## config.mk

```make
export PLATFORM = sky130hd
export DESIGN_NAME = lcd_spi_panel_rx
export DESIGN_NICKNAME = d
export VERILOG_FILES = /design/src/rtl/lcd_spi_panel_rx_pkg.sv /design/src/rtl/lcd_spi_panel_rx_spi_byte_rx.sv /design/src/rtl/lcd_spi_panel_rx.sv
export SDC_FILE = /design/constraint.sdc
export NUM_CORES = 1
export LEC_CHECK = 0
export ABC_AREA = 0
export CORE_UTILIZATION = 52
export DETAILED_ROUTE_END_ITERATION = 7
export PLACE_DENSITY = 0.72
export REMOVE_ABC_BUFFERS = 1
export SLEW_MARGIN = 20
export SYNTH_ARGS = -nofsm -noshare
export SYNTH_HDL_FRONTEND = slang
export SYNTH_HIERARCHICAL = 1
export SYNTH_SLANG_ARGS = --single-unit
```

## constraint.sdc

```tcl
create_clock -name clk -period 2.1 [get_ports clk]
set_input_delay 0.42 -clock clk [delete_from_list [all_inputs] [get_ports clk]]
set_output_delay 0.42 -clock clk [all_outputs]
set_load 0.01 [all_outputs]
```

## src/rtl/lcd_spi_panel_rx_pkg.sv

```systemverilog
// Shared opcodes, reset constants and decoder state type for the LCD SPI panel receiver.
package lcd_spi_panel_rx_pkg;

  localparam logic [7:0] OP_SWRESET = 8'h01;
  localparam logic [7:0] OP_SLPIN   = 8'h10;
  localparam logic [7:0] OP_SLPOUT  = 8'h11;
  localparam logic [7:0] OP_INVOFF  = 8'h20;
  localparam logic [7:0] OP_INVON   = 8'h21;
  localparam logic [7:0] OP_DISPOFF = 8'h28;
  localparam logic [7:0] OP_DISPON  = 8'h29;
  localparam logic [7:0] OP_CASET   = 8'h2A;
  localparam logic [7:0] OP_RASET   = 8'h2B;
  localparam logic [7:0] OP_RAMWR   = 8'h2C;
  localparam logic [7:0] OP_MADCTL  = 8'h36;
  localparam logic [7:0] OP_COLMOD  = 8'h3A;

  localparam logic [7:0] COLMOD_RST = 8'h66;

  typedef enum logic [1:0] {
    ST_IDLE   = 2'd0,
    ST_ARGS   = 2'd1,
    ST_RAM_HI = 2'd2,
    ST_RAM_LO = 2'd3
  } dec_state_t;

endpackage

```

## src/rtl/lcd_spi_panel_rx_spi_byte_rx.sv

```systemverilog
// SPI mode-0 byte receiver: synchronizes the link into clk, detects SCK rising
// edges while CS is low and assembles MSB-first bytes with their DC flag.
module spi_byte_rx #(
  parameter int SYNC_STG = 2
) (
  input  logic       clk,
  input  logic       resetn,
  input  logic       spi_clk,
  input  logic       spi_cs,
  input  logic       spi_dc,
  input  logic       spi_mosi,
  output logic       byte_valid,
  output logic [7:0] byte_data,
  output logic       byte_dc
);

  logic [SYNC_STG-1:0] sck_sync, cs_sync, dc_sync, mosi_sync;
  logic                sck_q;
  logic                sck_s, cs_s, dc_s, mosi_s;
  logic                sck_rise;
  logic [6:0]          shreg;
  logic [2:0]          bit_cnt;

  assign sck_s  = sck_sync[SYNC_STG-1];
  assign cs_s   = cs_sync[SYNC_STG-1];
  assign dc_s   = dc_sync[SYNC_STG-1];
  assign mosi_s = mosi_sync[SYNC_STG-1];

  // SCK edges are ignored while CS is deasserted.
  assign sck_rise = sck_s & ~sck_q & ~cs_s;

  // Synchronizer chains plus the SCK edge-detect register; CS resets to inactive.
  always_ff @(posedge clk or negedge resetn) begin
    if (!resetn) begin
      sck_sync  <= '0;
      cs_sync   <= '1;
      dc_sync   <= '0;
      mosi_sync <= '0;
      sck_q     <= 1'b0;
    end else begin
      sck_sync  <= {sck_sync[SYNC_STG-2:0], spi_clk};
      cs_sync   <= {cs_sync[SYNC_STG-2:0], spi_cs};
      dc_sync   <= {dc_sync[SYNC_STG-2:0], spi_dc};
      mosi_sync <= {mosi_sync[SYNC_STG-2:0], spi_mosi};
      sck_q     <= sck_s;
    end
  end

  // Shift in MOSI on each qualified SCK rise; the 8th bit produces a one-clk byte strobe.
  // CS high drops any partial byte by clearing the bit count.
  always_ff @(posedge clk or negedge resetn) begin
    if (!resetn) begin
      shreg      <= '0;
      bit_cnt    <= '0;
      byte_valid <= 1'b0;
      byte_data  <= '0;
      byte_dc    <= 1'b0;
    end else begin
      byte_valid <= 1'b0;
      if (cs_s) begin
        bit_cnt <= '0;
      end else if (sck_rise) begin
        shreg   <= {shreg[5:0], mosi_s};
        bit_cnt <= bit_cnt + 3'd1;
        if (bit_cnt == 3'd7) begin
          byte_valid <= 1'b1;
          byte_data  <= {shreg, mosi_s};
          byte_dc    <= dc_s;
        end
      end
    end
  end

endmodule

```

## src/rtl/lcd_spi_panel_rx.sv

```systemverilog
// Panel-side receiver for the 4-wire SPI LCD link: decodes the ST7789-style
// command subset and emits addressed RGB565 pixel writes.
//
//   state     | meaning
//   ----------+-----------------------------------------------------
//   ST_IDLE   | no command expecting data; data bytes are dropped
//   ST_ARGS   | collecting arguments of CASET/RASET/MADCTL/COLMOD
//   ST_RAM_HI | RAMWR active, waiting for pixel high byte
//   ST_RAM_LO | RAMWR active, high byte held, waiting for low byte
module lcd_spi_panel_rx
  import lcd_spi_panel_rx_pkg::*;
#(
  parameter int ADDR_W   = 9,
  parameter int SYNC_STG = 2
) (
  input  logic              clk,
  input  logic              resetn,
  input  logic              spi_clk,
  input  logic              spi_cs,
  input  logic              spi_dc,
  input  logic              spi_mosi,
  output logic              cmd_valid,
  output logic [7:0]        cmd_byte,
  output logic              pix_valid,
  output logic [ADDR_W-1:0] pix_x,
  output logic [ADDR_W-1:0] pix_y,
  output logic [15:0]       pix_data,
  output logic              frame_done,
  output logic              sleep_out,
  output logic              display_on,
  output logic              invert_on,
  output logic [7:0]        madctl,
  output logic [7:0]        colmod
);

  logic              rx_valid;
  logic [7:0]        rx_byte;
  logic              rx_dc;

  dec_state_t        state;
  logic [7:0]        cur_cmd;
  logic [2:0]        arg_idx;
  logic [7:0]        hi_byte;
  logic [ADDR_W-1:0] xs, xe, ys, ye;
  logic [ADDR_W-1:0] cur_x, cur_y;

  spi_byte_rx #(.SYNC_STG(SYNC_STG)) u_byte_rx (
    .clk        (clk),
    .resetn     (resetn),
    .spi_clk    (spi_clk),
    .spi_cs     (spi_cs),
    .spi_dc     (spi_dc),
    .spi_mosi   (spi_mosi),
    .byte_valid (rx_valid),
    .byte_data  (rx_byte),
    .byte_dc    (rx_dc)
  );

  // Coordinates keep only the low ADDR_W bits of the 16-bit argument (ADDR_W in 9..16).
  function automatic logic [ADDR_W-1:0] set_hi(input logic [ADDR_W-1:0] cur, input logic [7:0] b);
    return ADDR_W'({b, cur[7:0]});
  endfunction

  function automatic logic [ADDR_W-1:0] set_lo(input logic [ADDR_W-1:0] cur, input logic [7:0] b);
    return {cur[ADDR_W-1:8], b};
  endfunction

  // Decoder FSM with window/cursor and status registers; all outputs registered.
  always_ff @(posedge clk or negedge resetn) begin
    if (!resetn) begin
      state      <= ST_IDLE;
      cmd_valid  <= 1'b0;
      cmd_byte   <= '0;
      cur_cmd    <= '0;
      arg_idx    <= '0;
      hi_byte    <= '0;
      xs         <= '0;
      xe         <= '1;
      ys         <= '0;
      ye         <= '1;
      cur_x      <= '0;
      cur_y      <= '0;
      pix_valid  <= 1'b0;
      pix_x      <= '0;
      pix_y      <= '0;
      pix_data   <= '0;
      frame_done <= 1'b0;
      sleep_out  <= 1'b0;
      display_on <= 1'b0;
      invert_on  <= 1'b0;
      madctl     <= '0;
      colmod     <= COLMOD_RST;
    end else begin
      cmd_valid  <= 1'b0;
      pix_valid  <= 1'b0;
      frame_done <= 1'b0;
      if (rx_valid && !rx_dc) begin
        // A command always wins; a half-received pixel is simply abandoned.
        cmd_valid <= 1'b1;
        cmd_byte  <= rx_byte;
        cur_cmd   <= rx_byte;
        arg_idx   <= '0;
        state     <= ST_IDLE;
        case (rx_byte)
          OP_RAMWR: begin
            state <= ST_RAM_HI;
            cur_x <= xs;
            cur_y <= ys;
          end
          OP_CASET, OP_RASET, OP_MADCTL, OP_COLMOD: state <= ST_ARGS;
          OP_SWRESET: begin
            hi_byte    <= '0;
            xs         <= '0;
            xe         <= '1;
            ys         <= '0;
            ye         <= '1;
            cur_x      <= '0;
            cur_y      <= '0;
            pix_x      <= '0;
            pix_y      <= '0;
            pix_data   <= '0;
            sleep_out  <= 1'b0;
            display_on <= 1'b0;
            invert_on  <= 1'b0;
            madctl     <= '0;
            colmod     <= COLMOD_RST;
          end
          OP_SLPIN:   sleep_out  <= 1'b0;
          OP_SLPOUT:  sleep_out  <= 1'b1;
          OP_INVOFF:  invert_on  <= 1'b0;
          OP_INVON:   invert_on  <= 1'b1;
          OP_DISPOFF: display_on <= 1'b0;
          OP_DISPON:  display_on <= 1'b1;
          default: ;
        endcase
      end else if (rx_valid) begin
        case (state)
          ST_ARGS: begin
            // Saturate so surplus arguments fall through to the default arms.
            if (arg_idx != 3'd4) arg_idx <= arg_idx + 3'd1;
            case (cur_cmd)
              OP_CASET: begin
                case (arg_idx)
                  3'd0:    xs <= set_hi(xs, rx_byte);
                  3'd1:    xs <= set_lo(xs, rx_byte);
                  3'd2:    xe <= set_hi(xe, rx_byte);
                  3'd3:    xe <= set_lo(xe, rx_byte);
                  default: ;
                endcase
              end
              OP_RASET: begin
                case (arg_idx)
                  3'd0:    ys <= set_hi(ys, rx_byte);
                  3'd1:    ys <= set_lo(ys, rx_byte);
                  3'd2:    ye <= set_hi(ye, rx_byte);
                  3'd3:    ye <= set_lo(ye, rx_byte);
                  default: ;
                endcase
              end
              OP_MADCTL: if (arg_idx == 3'd0) madctl <= rx_byte;
              OP_COLMOD: if (arg_idx == 3'd0) colmod <= rx_byte;
              default: ;
            endcase
          end
          ST_RAM_HI: begin
            hi_byte <= rx_byte;
            state   <= ST_RAM_LO;
          end
          ST_RAM_LO: begin
            pix_valid <= 1'b1;
            pix_data  <= {hi_byte, rx_byte};
            pix_x     <= cur_x;
            pix_y     <= cur_y;
            // Raster advance; an inverted window (xs > xe) just wraps mod 2^ADDR_W.
            if (cur_x == xe) begin
              cur_x <= xs;
              if (cur_y == ye) begin
                cur_y      <= ys;
                frame_done <= 1'b1;
              end else begin
                cur_y <= cur_y + 1'b1;
              end
            end else begin
              cur_x <= cur_x + 1'b1;
            end
            state <= ST_RAM_HI;
          end
          default: ;
        endcase
      end
    end
  end

endmodule
```

---- After elaboration in Yosys (flattened, before gate mapping) ----
Index checks and enable logic that the tools add are counted.
W data, S select, Z words.
storage, ports and cells
  output and inout bits ................... 64
  input bits .............................. 6
  flip-flop bits (word level) ............. 160
  word-level logic and storage cells ...... 202
operators by class
  $add $sub $neg .......................... 4
  equal/unequal tests ..................... 32
  multiplexer cells ....................... 80
  bitwise operators ....................... 4
  reductions and logical operators ........ 47
operators by type and width
  cell                   count
  $mux W9                33
  $mux W8                14
  $eq A8 B6 Y1 const B   13
  $pmux W9 S2            4
  $mux W16               4
  $reduce_and A6 Y1      8
  $reduce_bool A2 Y1     18
  $add A9 B1 Y9 const B  2
  $eq A9 B9 Y1           2
  $mux W3                6
  $eq A8 B5 Y1 const B   2
  $reduce_and A3 Y1      5
  $mux W1                12
  $reduce_and A2 Y1      5
  $reduce_and A5 Y1      2
  $eq A8 B1 Y1 const B   1
  $ne A2 B2 Y1 const B   4
  $pmux W2 S2            2
  $add A3 B1 Y3 const B  2
  $eq A3 B2 Y1 const B   2
  $pmux W1 S2            3
  $reduce_or A2 Y1       3
  $eq A2 B2 Y1 const B   2
  $mux W2                2
  other kinds (14)       16

---- Longest topological paths before layout ----
Gate-level depths: netlist of the first run.
  depth after elaboration ................. 6
  gate-level depth with buffers ........... 8
  depth with buffers taken out ............ 7

---- Cells and area by module ----
The synthesis of the first run kept the hierarchy.
by module, submodules not included
  module            area an instance (µm²)  instances  sequential area each (µm²)  cells an instance
  lcd_spi_panel_rx  6,324.8                 1          3,305.7                     562
  spi_byte_rx       1,028.5                 1          728.2                       58

---- Least setup slack after synthesis of the first run ----
OpenSTA, ideal clock, no wires.
  path kind ............................... register to register
  start point ............................. register u_byte_rx.byte_data[7]
  end point ............................... register hi_byte[0]
  setup time .............................. 0.125 ns
  required time ........................... 1.975 ns
  buffers on the path ..................... 2
  cell stages (with the launch flop) ...... 7
  clock period less this slack ............ 2.243 ns
  setup slack ............................. -0.143 ns
  arrival time ............................ 2.118 ns
  cell sequence ........................... dfrtp_1 buf_6 or4_4 or3_1 buf_2 a21oi_4 mux2_4
on the way
  word-level cells in the longest chain between the ends .. 3
RTL lines
  what                         line                                text
  from (decl)                  lcd_spi_panel_rx_spi_byte_rx.sv:13  output logic [7:0] byte_data,
  from (signal assigned)       lcd_spi_panel_rx_spi_byte_rx.sv:67  byte_data <= {shreg, mosi_s};
  $eq A8 B1 Y1                 lcd_spi_panel_rx.sv:104             case (rx_byte)
  $ne A2 B1 Y1 (no line)       -
  $reduce_and A3 Y1 (no line)  -
  to (signal assigned)         lcd_spi_panel_rx.sv:166             hi_byte <= rx_byte;
  to (decl)                    lcd_spi_panel_rx.sv:43              logic [7:0] hi_byte;
Every way passes these cells.
A chain may end at the register's enable or synchronous reset.

---- Worst setup path after layout of the first run ----
  start point ............................. register u_byte_rx.byte_data[7]
  end point ............................... register hi_byte[2]
The elaborated chain is that of the path after synthesis.

==> results of run 1 <==
[metrics by stage]
step                      setup WS, ps  setup TNS [ps]
after global placement          -92.89           -1087
after global routing            -130.0           -6167
after detailed placement        -130.3           -2225
after floorplan                  -1192          -35330
after CTS                       -47.60          -478.2
final                           -71.22           -1938
[cell type report]
cell class	count	area [sq um]	area share, %
repair buffers	135	1295	13.57
well taps	180	225.2	2.360
multi-input cells	399	3301	34.59
clock buffers	24	501.7	5.258
inverters	23	86.33	0.9047
flip-flops and latches	160	4034	42.27
clock inverters	7	100.1	1.049
[critical path, stage by stage (launching register included)]
cell and delay [ps]:
dfrtp_1 380, or4_4 600, or3_4 450, a21oi_4 160, buf_12 160, mux2_4 300
[sequential cells by signal, indices dropped and copies added, names as in the netlist, 2 cells and up]
register,count
pix_data,16
cur_x,9
cur_y,9
pix_x,9
pix_y,9
xe,9
xs,9
ye,9
ys,9
colmod,8
cur_cmd,8
hi_byte,8
madctl,8
u_byte_rx/byte_data,8
u_byte_rx/shreg,7
arg_idx,3
u_byte_rx/bit_cnt,3
state,2
u_byte_rx/cs_sync,2
u_byte_rx/dc_sync,2
u_byte_rx/mosi_sync,2
u_byte_rx/sck_sync,2
[power breakdown]
part | internal [uW] | switching, uW
combinational | 70.5 | 86.2
clock | 1910 | 1230
sequential | 3150 | 45.7
total | 5130 | 1360
[routing by layer]
layer	global-route usage, %	vias up
met2	44.46	165
met5	0	-
met3	5.216	33
li1	-	2447
met1	35.59	2820
met4	10.26	0
[Yosys cell counts (6+ instances only)]
cell	count
nor3_1	8
buf_2	7
nand4_1	7
mux2_4	8
mux2i_1	10
and2_1	16
nand2_1	66
o21ai_0	18
nor2_1	18
a21oi_1	8
inv_1	21
a22o_1	34
o211ai_1	6
a211oi_1	7
mux2_2	26
mux2_1	40
nand3_1	17
xor2_1	10
clkbuf_1	22
dfrtp_1	136
dfstp_2	24
xnor2_1	10
ha_1	9
[path summary, 6_finish.rpt]
path / slack, ps / startpoint / depth (start not counted) / endpoint
hold reg to reg: 350 / u_byte_rx/sck_sync[0] / 0 / u_byte_rx/sck_sync[1]
setup / recovery: -70 / u_byte_rx/byte_data[7] / 5 / hi_byte[2]
max in group asynchronous: 860 / resetn / 3 / xe[8]
hold / removal: 350 / u_byte_rx/sck_sync[0] / 0 / u_byte_rx/sck_sync[1]
min in group asynchronous: 550 / resetn / 2 / pix_y[6]
setup reg to reg: -70 / u_byte_rx/byte_data[7] / 5 / hi_byte[2]
[cell families after synthesis]
kind of cell	count (synthesis)	synth area share, %
adder cells (fa/ha/maj)	9	1.531
AO/OA/AOI/OAI	113	11.52
multiplexers	84	13.10
buffers and inverters	61	3.743
AND/OR/NAND/NOR	173	12.86
XOR/XNOR	20	2.382
flip-flops	160	54.86
[cells in the final DEF, fill, tap and decap left out, drive strengths merged, types with 6 or more instances in the layout]
master / instances
mux2i: 10
dfrtp: 136
xnor2: 10
a21oi: 9
a211oi: 8
nor3: 9
mux2: 74
a22o: 34
o21ai: 20
and2: 17
clkdlybuf4s50: 68
ha: 9
inv: 23
clkbuf: 24
o211ai: 6
nor2: 19
dfstp: 24
nand3: 21
xor2: 10
nand4: 7
nand2: 66
buf: 66
nand2b: 6
[repair_timing]
action	in CTS	in global routing
endpoints found under the hold margin	39	0
resized for setup	16	52
pin swaps	7	13
buffers inserted	3	2
hold buffers	1	0
setup endpoints to repair	59	75
==> summary.txt, run 1 <==
Status
  – Status: finished with violations
  – Failing checks: setup timing

Global routing
  – Initial antenna violation count: 0
  – GRT Util Overall: 27.08%
  – Total grt overflow: 0
  – Vias in the first global route: 5571
  – Pin count of the biggest net entering global routing: 57
  – First-pass GRT wire length: 29640 um

Setup path
  – Critical Path Start Type: flip-flop
  – CP endpoint kind: flip-flop
  – CP arrival: 2480 ps
  – WP data required: 2410 ps
  – Setup CP Type: reg -> reg
  – Crit Path Max Fanout: 8

Yosys
  – Synth top area share: 46.28%
  – Post-synth EDFFs: 0
  – Post-synthesis async set-or-reset flop share: 100.0%
  – Distinct cells, synth: 67
  – Synth top area cells: dfrtp_1 (46%), dfstp_2 (8.6%), mux2_1 (6.1%)
  – Post-synth top area cell: dfrtp_1
  – Syn avg cell area: 11.86 sq um
  – Synth Flop Type: dfrtp_1
  – Sequential cell area fraction in the yosys report: 54.86%
  – Ys Warns: 6
  – FF+latch count, synth: 160
  – Mapped cell area: 0.007353 sq mm
  – Cells after Synth: 620

Pwr
  – Power Density: 680.4 mW/mm^2
  – Static Leak: 0.004453 uW
  – Worst vdd ir: 0.6498 mV
  – Pwr Total: 6493 uW

Detailed routing
  – Wire length on met3: 857 um
  – Drt via density: 5.889
  – Wl on met1: 8194 um
  – WL/cell: 20.28 um
  – Drt pass-1 iters: 5
  – Initial DRC Count: 532
  – Routed via count: 5465
  – Routed Antenna Nets: 0
  – Max Used Layer: met4
  – Routed Wire Length: 18820 um
  – Met2 WL: 9404 um
  – DR DRC count: 0

Placement
  – Dpl cells: 891
  – DP HPWL: 12780 um
  – Port-buffer cells: 69
  – Placed inst area: 0.008613 sq mm
  – GPL Wtd Cong: 0.9426

Finish
  – Final #Nets: 751
  – # diodes: 0
  – Non-Filler Instances: 928
  – Fill cells: 972
  – Fin util: 69.02%
  – Design Area, Final: 0.009543 sq mm
  – Layout area overhead: 29.78%
  – Layout cells sized above 1: 29.41%

Timing
  – Worst setup margin: -71.22 ps
  – # setup viols final: 44
  – Fin Hold WS: 351.6 ps
  – Max_slew headroom: 50.66%
  – Final Hold Viols: 0
  – Slew Limit Fails: 0
  – Least-Margin Pin Slew: 736.8 ps
  – Max Clock Skew: 6.386 ps
  – Fmax: 0.4606 GHz
  – Fin crit period: 2171 ps
  – Fin crit share: 103.4%
  – RSZ-0062 raised after global routing: yes

Floorplan
  – Die Area: 0.01462 sq mm
  – Initial core utilization: 53.18%
  – Core area: 0.01383 sq mm
  – Rows: 43
  – Die width: 120.9 um
  – Io pins: 70
  – Die height: 120.9 um

Clocking
  – CTS Root Cell: clkbuf_16
  – TritonCTS clock tree: yes
  – Clock Latency Late Sink: 430 ps
  – CTS max path bufs: 2
  – Total CTS buffers: 17
  – Htree depth: 4
  – Clk slew on worst S/H paths: 60 ps
  – Clock Sinks: 160

Worst hold path
  – HP Class: reg -> reg

Run
  – Max cap viols: 0
(Power assumes the default switching activity.)
==> run 2, diff against run 1 <==
--- a/config.mk
+++ b/config.mk
@@ -7,6 +7,7 @@
 export LEC_CHECK = 0
 export ABC_AREA = 0
 export CORE_UTILIZATION = 52
+export CTS_BUF_LIST = sky130_fd_sc_hd__clkbuf_8 sky130_fd_sc_hd__clkbuf_16
 export DETAILED_ROUTE_END_ITERATION = 7
 export PLACE_DENSITY = 0.72
 export REMOVE_ABC_BUFFERS = 1
==> run 2 against run 1 <==
  * Core utilization unchanged
  * Critical path type unchanged
  * Count of clock-buffer cells in the layout decreased by 2
  * Critical endpoint unchanged
  * Sequential power about the same
  * Sequential share of layout area unchanged
  * Fmax about the same
  * Clock power about the same
  * Total power decreased by 0.17%
  * Cell count unchanged
  * The run still ends with setup timing left
  * Critical path depth unchanged
  * Final area unchanged
  * Non-clock buffer count unchanged
  * Register-to-register slack about the same
==> summary.txt, run 2 (synthesis results as in run 1) <==
Status
  – Status: finished with violations
  – Failing checks: setup timing

Clocking
  – Total CTS buffers: 17
  – CTS Root Cell: clkbuf_16
  – Clock Latency Late Sink: 430 ps
  – Clk slew on worst S/H paths: 60 ps
  – CTS max path bufs: 2
  – Clock Sinks: 160
  – TritonCTS clock tree: yes
  – Htree depth: 4

Setup path
  – Worst path buffer plus inverter count: 1
  – WP data required: 2410 ps
  – Setup CP Type: reg -> reg
  – CP arrival: 2480 ps
  – Cell Chain, Critical Path: or4_4, or3_4, a21oi_4, buf_12, mux2_4
  – CP endpoint kind: flip-flop
  – Crit Path Max Fanout: 8
  – Worst path max stage delay: 600 ps
  – Family with the most delay on the worst path: simple AND/OR/NAND/NOR gates
  – Critical Path Start Type: flip-flop
  – Slowest cell on crit path: or4_4

Finish
  – Max reg flops: 16
  – Most frequent cells in the layout: dfrtp_1 (136), clkdlybuf4s50_1 (68), nand2_1 (66), buf_4 (51), mux2_4 (41)
  – Layout cells sized above 1: 29.41%
  – Most flops, register: pix_data
  – Most common cell after layout, fill and taps aside: dfrtp_1
  – # diodes: 0
  – Layout area overhead: 29.78%
  – Final #Nets: 751

Detailed routing
  – DR DRC count: 0
  – Initial DRC Count: 526
  – Drt pass-1 iters: 5
  – Routed via count: 5460
  – Routed Wire Length: 18810 um
  – Routed Antenna Nets: 0
  – WL/cell: 20.27 um
  – Drt via density: 5.884

Pwr
  – Static Leak: 0.004461 uW
  – Worst vdd ir: 0.6497 mV
  – Power Density: 679.2 mW/mm^2

Timing
  – Max Clock Skew: 6.383 ps
  – Max_slew headroom: 50.66%
  – Setup TNS: -1945 ps
  – RSZ-0062 raised after global routing: yes
  – Least-Margin Pin Slew: 736.8 ps
  – Fin crit period: 2171 ps
  – Worst setup margin: -71.21 ps
  – Fin crit share: 103.4%
  – Fin Hold WS: 351.6 ps
  – Final Hold Viols: 0
  – # setup viols final: 44
  – Fmax: 0.4606 GHz
  – Slew Limit Fails: 0

Floorplan
  – Initial core utilization: 53.18%
  – Io pins: 70
  – Die Area: 0.01462 sq mm
  – Die height: 120.9 um
  – Core area: 0.01383 sq mm
  – Die width: 120.9 um
  – Rows: 43

Worst hold path
  – HP Class: reg -> reg

Global routing
  – GRT Util Overall: 27.08%
  – Initial antenna violation count: 0
  – First-pass GRT wire length: 29640 um
  – Vias in the first global route: 5571
  – Total grt overflow: 0
  – Pin count of the biggest net entering global routing: 57

Placement
  – DP HPWL: 12780 um
  – GPL Wtd Cong: 0.9426
  – Port-buffer cells: 69
  – DP Worst Slack: -130.3 ps

Run
  – Max cap viols: 0
-- run 2: power by group --
group / total (uW) / internal [uW] / leakage (uW) / switching, uW
combinational: 157 / 70.5 / 0.00205 / 86.2
sequential: 3200 / 3150 / 0.00212 / 45.7
clock: 3130 / 1900 / 0.000293 / 1230
total: 6480 / 5120 / 0.00446 / 1360
-- run 2: path summary, 6_finish.rpt --
| path | slack (ps) | cells past startpoint | from | end |
|---|---|---|---|---|
| max | -70 | 5 | u_byte_rx/byte_data[7] | hi_byte[2] |
| min reg2reg | 350 | 0 | u_byte_rx/sck_sync[0] | u_byte_rx/sck_sync[1] |
| max in group asynchronous | 860 | 3 | resetn | xe[8] |
| min in group asynchronous | 550 | 2 | resetn | pix_y[6] |
| max reg2reg | -70 | 5 | u_byte_rx/byte_data[7] | hi_byte[2] |
| min | 350 | 0 | u_byte_rx/sck_sync[0] | u_byte_rx/sck_sync[1] |
-- run 2: area by class of cell --
cell class / count / area, sq um
clock inverter: 9 / 107.6
clock buffer: 22 / 494.2
multi-input combinational: 399 / 3301
fill: 972 / 4284
inverter: 23 / 86.33
sequential: 160 / 4034
timing repair buffer: 135 / 1295
tap: 180 / 225.2
-- run 2: through the flow --
stage | instance area (sq um) | power (uW) | instances | util [%]
finish | 9543 | 6481 | 928 | 69.02
CTS | 9314 | 6516 | 926 | 67.36
detailed placement | 8613 | 3409 | 891 | 62.29
global route | 9543 | 6678 | 928 | 69.02
floorplan | 7164 | 3295 | 582 | -
global placement | 8613 | 3395 | 891 | 62.29
-- run 2: routing by layer --
| layer | share of wire [%] | vias up | track usage, % |
|---|---|---|---|
| met2 | 50 | 171 | 44.46 |
| met3 | 4.7 | 33 | 5.216 |
| met4 | 2.0 | 0 | 10.26 |
| li1 | - | 2447 | - |
| met1 | 43 | 2809 | 35.59 |
| met5 | 0 | - | 0 |
-- run 2: timing repair --
action	in CTS	in global routing
setup endpoints to repair	59	75
gates resized for setup	16	52
cloned	0	0
hold buffers	1	0
setup buffers	3	2
hold endpoints to repair	40	0
pin swaps	7	13
-- run 2: worst register-to-register path, cell delays in order (launching register included) --
cell,delay [ps]
dfrtp_1,380
or4_4,600
or3_4,450
a21oi_4,170
buf_12,160
mux2_4,300
==> run 3, diff against run 2 <==
--- a/config.mk
+++ b/config.mk
@@ -6,6 +6,7 @@
 export NUM_CORES = 1
 export LEC_CHECK = 0
 export ABC_AREA = 0
+export CAP_MARGIN = 10
 export CORE_UTILIZATION = 52
 export CTS_BUF_LIST = sky130_fd_sc_hd__clkbuf_8 sky130_fd_sc_hd__clkbuf_16
 export DETAILED_ROUTE_END_ITERATION = 7
==> results of run 3 <==
Final layout, timing and power as in run 2 (identical DEF).
==> RTL change 1 (config.mk and constraints of run 2) <==
`SYNC_STG` is set to 2 in 2 places; all go to 4.
--- a/src/rtl/lcd_spi_panel_rx_spi_byte_rx.sv
+++ b/src/rtl/lcd_spi_panel_rx_spi_byte_rx.sv
@@ -2,5 +2,5 @@
 // edges while CS is low and assembles MSB-first bytes with their DC flag.
 module spi_byte_rx #(
-  parameter int SYNC_STG = 2
+  parameter int SYNC_STG = 4
 ) (
   input  logic       clk,
--- a/src/rtl/lcd_spi_panel_rx.sv
+++ b/src/rtl/lcd_spi_panel_rx.sv
@@ -12,5 +12,5 @@
 #(
   parameter int ADDR_W   = 9,
-  parameter int SYNC_STG = 2
+  parameter int SYNC_STG = 4
 ) (
   input  logic              clk,
Check against the original RTL: same outputs for any inputs over 4 cycles, from zero or initial values and one cycle with resetn low; that may be too few to reach the edited logic, so the function may still have changed.
==> RTL change 1 against run 2 <==
The run still ends with setup timing left; setup slack better by 0.024 ns; sequential cell count grew 8; maximum frequency increased by 1.1%; non-clock buffer count decreased by 5; die area increased by 2.7%; design area rose by 0.35%; total power is 1.8% higher; count of clock-buffer cells in the layout decreased by 5; synthesized cell count up 1.3%; via count fell by 0.49%; synthesized area grew 2.8%; routed wire length down 2.3%; critical endpoint is now hi_byte[1]; largest power group unchanged.
==> RTL change 1: results <==
set metrics [dict create \
    status "finished, violations left" \
    violations "setup timing" \
    critical-path-slowest-cell "sky130_fd_sc_hd__or4b_4" \
    via_count_of_the_first_global_routing_pass 5561 \
    vdd_drop_max_mv 0.616 \
    cts_root_buffer "sky130_fd_sc_hd__clkbuf_16" \
    area_share_nonclk_buffers_pct 12.5 \
    ys_async_sr_fraction_pct 100 \
    worstPathArrival_ns 2.47 \
    first_iter_violations 398 \
    dp_cells 896 \
    global_route.usage.total_pct 26.2 \
    register_area_um2 4240 \
    n_all_buffers 130 \
    viasPerCell 5.83 \
    place_congestion 0.920 \
    cts_htree_levels 4 \
    setup-violations-final 27 \
    dpl-instance-area_um2 8760 \
    ys_seq_area_share_pct 56.1 \
    postCtsResizedCells 3 \
    dr_total_vias 5433 \
    syn-mean-instance-area_um2 12.0 \
    final_critical_path_setup_slack_ns -0.0470 \
    timing.hold.worst.start "u_byte_rx/dc_sync[1]" \
    finalSetupTns_ns -0.565 \
    holdPathEnd "u_byte_rx/dc_sync[2]" \
    cts.repair_timing.setup_buffer_count 1 \
    yosys_cell_types 67 \
    grt_pass1_wl_um 29400 \
    final_layout_size_suffix_gt1_share_pct 27.4 \
    register_fraction_of_the_total_cell_area_pct 44.2 \
    netlist_top_cells_count "sky130_fd_sc_hd__dfrtp_1, sky130_fd_sc_hd__nand2_1, sky130_fd_sc_hd__mux2_1, sky130_fd_sc_hd__a22o_1" \
    final.fill_count 1000 \
    clock_buffer_count 17 \
    setup.worst_path.end "hi_byte[1]" \
    wl_per_cell_um 19.7 \
    clock_tree_area_fraction_pct 6.30 \
    timing.hold.worst.class "reg2reg" \
    cpLargestDelayFamily "simple AND/OR/NAND/NOR gates" \
    cellLeakagePower_nw 4.48 \
    hold_ws_ns 0.352 \
    largest_net_degree_at_the_start_of_global_routing 62 \
    slowest_delay_ns 0.59 \
    finish.net_count 754 \
    reg2reg_from "u_byte_rx/byte_data[3]" \
    inv_count 23 \
    multiInputGateArea_um2 3220 \
    dpl.hpwl_um 12500 \
    postCtsHoldBufs 1 \
    timing.slew.headroom_pct 52.0 \
    registers.top_by_ff_count "pix_data" \
    yosys-top-cells-area "sky130_fd_sc_hd__dfrtp_1, sky130_fd_sc_hd__dfstp_2, sky130_fd_sc_hd__mux2_1" \
    worst_clock_skew_ns 0.00939 \
    worst-path-max-fanout 8 \
    placement_setup_slack_ns -0.118 \
    clock_sinks 168 \
]
## RTL change 1: cell count changes after synthesis
cell                             run 2  this run
sky130_fd_sc_hd__dfrtp_1           136       142
sky130_fd_sc_hd__dfstp_2            24        26
## RTL change 1: metal layers
| layer | global-route usage, % | share of wire [%] | vias to the layer above | wire length, µm |
|---|---|---|---|---|
| met4 | 12.3 | 3.0 | 0 | 555 |
| met5 | 0 | 0 | - | 0 |
| li1 | - | - | 2454 | - |
| met3 | 4.74 | 4.4 | 38 | 814 |
| met1 | 35.2 | 44 | 2774 | 8100 |
| met2 | 41.5 | 48 | 167 | 8910 |
## RTL change 1: power by group
group	internal [mW]	leakage, nW	switching (mW)
combinational	0.0647	1.98	0.0849
sequential	3.31	2.21	0.0449
clock	1.61	0.291	1.48
total	4.99	4.48	1.61
## RTL change 1: cell families (layout without fill, tap and decap cells)
| kind of cell | Yosys count | count (layout) | synth area share (%) |
|---|---|---|---|
| AOI/OAI and AO/OA | 113 | 113 | 11.2 |
| xor gates and xnor gates | 20 | 20 | 2.32 |
| adders and majority gates | 9 | 9 | 1.49 |
| buffers and inverters | 61 | 185 | 3.64 |
| DFF | 168 | 168 | 56.1 |
| muxes | 84 | 84 | 12.8 |
| and+or+nand+nor | 173 | 173 | 12.5 |
## RTL change 1: worst reg2reg max path, stage by stage (launching register included)
cell                      delay (ns)
sky130_fd_sc_hd__dfrtp_1        0.38
sky130_fd_sc_hd__or4b_4         0.59
sky130_fd_sc_hd__or3_4          0.46
sky130_fd_sc_hd__a21oi_4        0.17
sky130_fd_sc_hd__buf_12         0.15
sky130_fd_sc_hd__mux2_4         0.30
==> RTL change 2 (settings of run 2) <==
Without the edit above. Encoding of `dec_state_t`: now one-hot (4 bits for 4 states).
--- a/src/rtl/lcd_spi_panel_rx_pkg.sv
+++ b/src/rtl/lcd_spi_panel_rx_pkg.sv
@@ -17,9 +17,9 @@
   localparam logic [7:0] COLMOD_RST = 8'h66;
 
-  typedef enum logic [1:0] {
-    ST_IDLE   = 2'd0,
-    ST_ARGS   = 2'd1,
-    ST_RAM_HI = 2'd2,
-    ST_RAM_LO = 2'd3
+  typedef enum logic [3:0] {
+    ST_IDLE   = 4'b0001,
+    ST_ARGS   = 4'b0010,
+    ST_RAM_HI = 4'b0100,
+    ST_RAM_LO = 4'b1000
   } dec_state_t;
 
Function: same outputs for any inputs over 4 cycles, from zero or initial values and one cycle with resetn low; so few cycles prove little.
==> RTL change 2 against run 2 <==
The flow still finishes with violations (setup timing); setup slack gained 0.065 ns; critical path depth is the same; design area shrank 0.72%; non-clock buffer count shrank 6; first-iteration DRC count shrank 45%; maximum frequency grew 3.1%; synthesized area grew 1.7%; sequential share of layout area grew 0.85 points; routed wire length shrank 0.13%; combinational power shrank 4%; total power grew 3.7%; sequential cell count grew 2.
==> RTL change 2: results <==
set metrics [dict create \
    finish.net_count 770 \
    p_switching_mw 1.34 \
    hold_ws_ns 0.347 \
    final_critical_path_setup_slack_ns -0.00643 \
    dp_cells 911 \
    placement_setup_slack_ns -0.109 \
    critPathLaunch "u_byte_rx/byte_data[5]" \
    worst_clock_skew_ns 0.00949 \
    worst-path-max-fanout 8 \
    place_congestion 0.884 \
    final.fill_count 1023 \
    power.density_cell_area_nw_per_um2 709 \
    wl_per_cell_um 19.8 \
    critical-path-slowest-cell "sky130_fd_sc_hd__or4b_4" \
    via_count_of_the_first_global_routing_pass 5752 \
    power.clock.fraction_pct 49.6 \
    wl_met2_um 9390 \
    yosys-top-cells-area "sky130_fd_sc_hd__dfrtp_1, sky130_fd_sc_hd__dfstp_2, sky130_fd_sc_hd__mux2_2" \
    comb_power_share_pct 2.2 \
    setup.worst_path.end "ye[1]" \
    met1_length_um 7840 \
    reg2reg_from "u_byte_rx/byte_data[5]" \
    status "finished, violations left" \
    worstPathArrival_ns 2.45 \
    ys_seq_area_share_pct 54.6 \
    global_route.usage.total_pct 27.0 \
    holdPathEnd "u_byte_rx/mosi_sync[1]" \
    register_area_um2 4090 \
    syn_inst 650 \
    post_synthesis_compound_gate_area_fraction_pct 12.9 \
    slowest_delay_ns 0.57 \
    yosys.area_share.adder_pct 1.51 \
    dr_total_vias 5601 \
    setup-violations-final 9 \
    yosys_cell_types 70 \
    final_layout_size_suffix_gt1_share_pct 27.0 \
    finalSetupTns_ns -0.0332 \
    timing.slew.headroom_pct 51.0 \
    depth_of_the_worst_hold_timing_path 0 \
    violations "setup timing" \
    met3_length_um 1020 \
    dpl.hpwl_um 12700 \
    cellLeakagePower_nw 4.41 \
    yosys-mux-area-fraction_pct 11.2 \
    dpl-instance-area_um2 8680 \
    grt_pass1_wl_um 29900 \
    synth-xor-area-share_pct 3.05 \
    timing.hold.worst.start "u_byte_rx/mosi_sync[0]" \
    netlist_top_cells_count "sky130_fd_sc_hd__dfrtp_1, sky130_fd_sc_hd__nand2_1, sky130_fd_sc_hd__mux2_2, sky130_fd_sc_hd__a22o_1, sky130_fd_sc_hd__nor2_1" \
    vdd_drop_max_mv 0.503 \
    largest_net_degree_at_the_start_of_global_routing 51 \
]
[RTL change 2: cells by family (layout without fill, tap and decap cells)]
group / after synthesis / in the layout
buf+inv: 61 / 179
compound gates: 131 / 131
fa+ha+maj: 9 / 9
mux: 70 / 70
simple gates: 191 / 191
flops: 162 / 162
xor+xnor: 26 / 26
[RTL change 2: per-layer routing]
layer  up-vias  global-route usage [%]
met5         -                       0
met3        40                    5.29
met2       208                    44.1
li1       2532                       -
met1      2821                    34.5
met4         0                    12.7
[RTL change 2: what timing repair did]
action,in CTS,in global routing
cloned,1,0
gates resized for setup,9,23
hold buffers,1,0
buffers inserted,1,2
endpoints found under the hold margin,46,0
pin swaps,5,3
endpoints found under the setup margin,36,73
[RTL change 2: cell type report]
cell class	count	share of cell area [%]
inverters	18	0.713
clock buffers	18	4.64
clock inverters	14	2.09
well taps	180	2.38
flip-flops and latches	162	43.1
multi-input cells	427	34.1
repair buffers	129	13.0
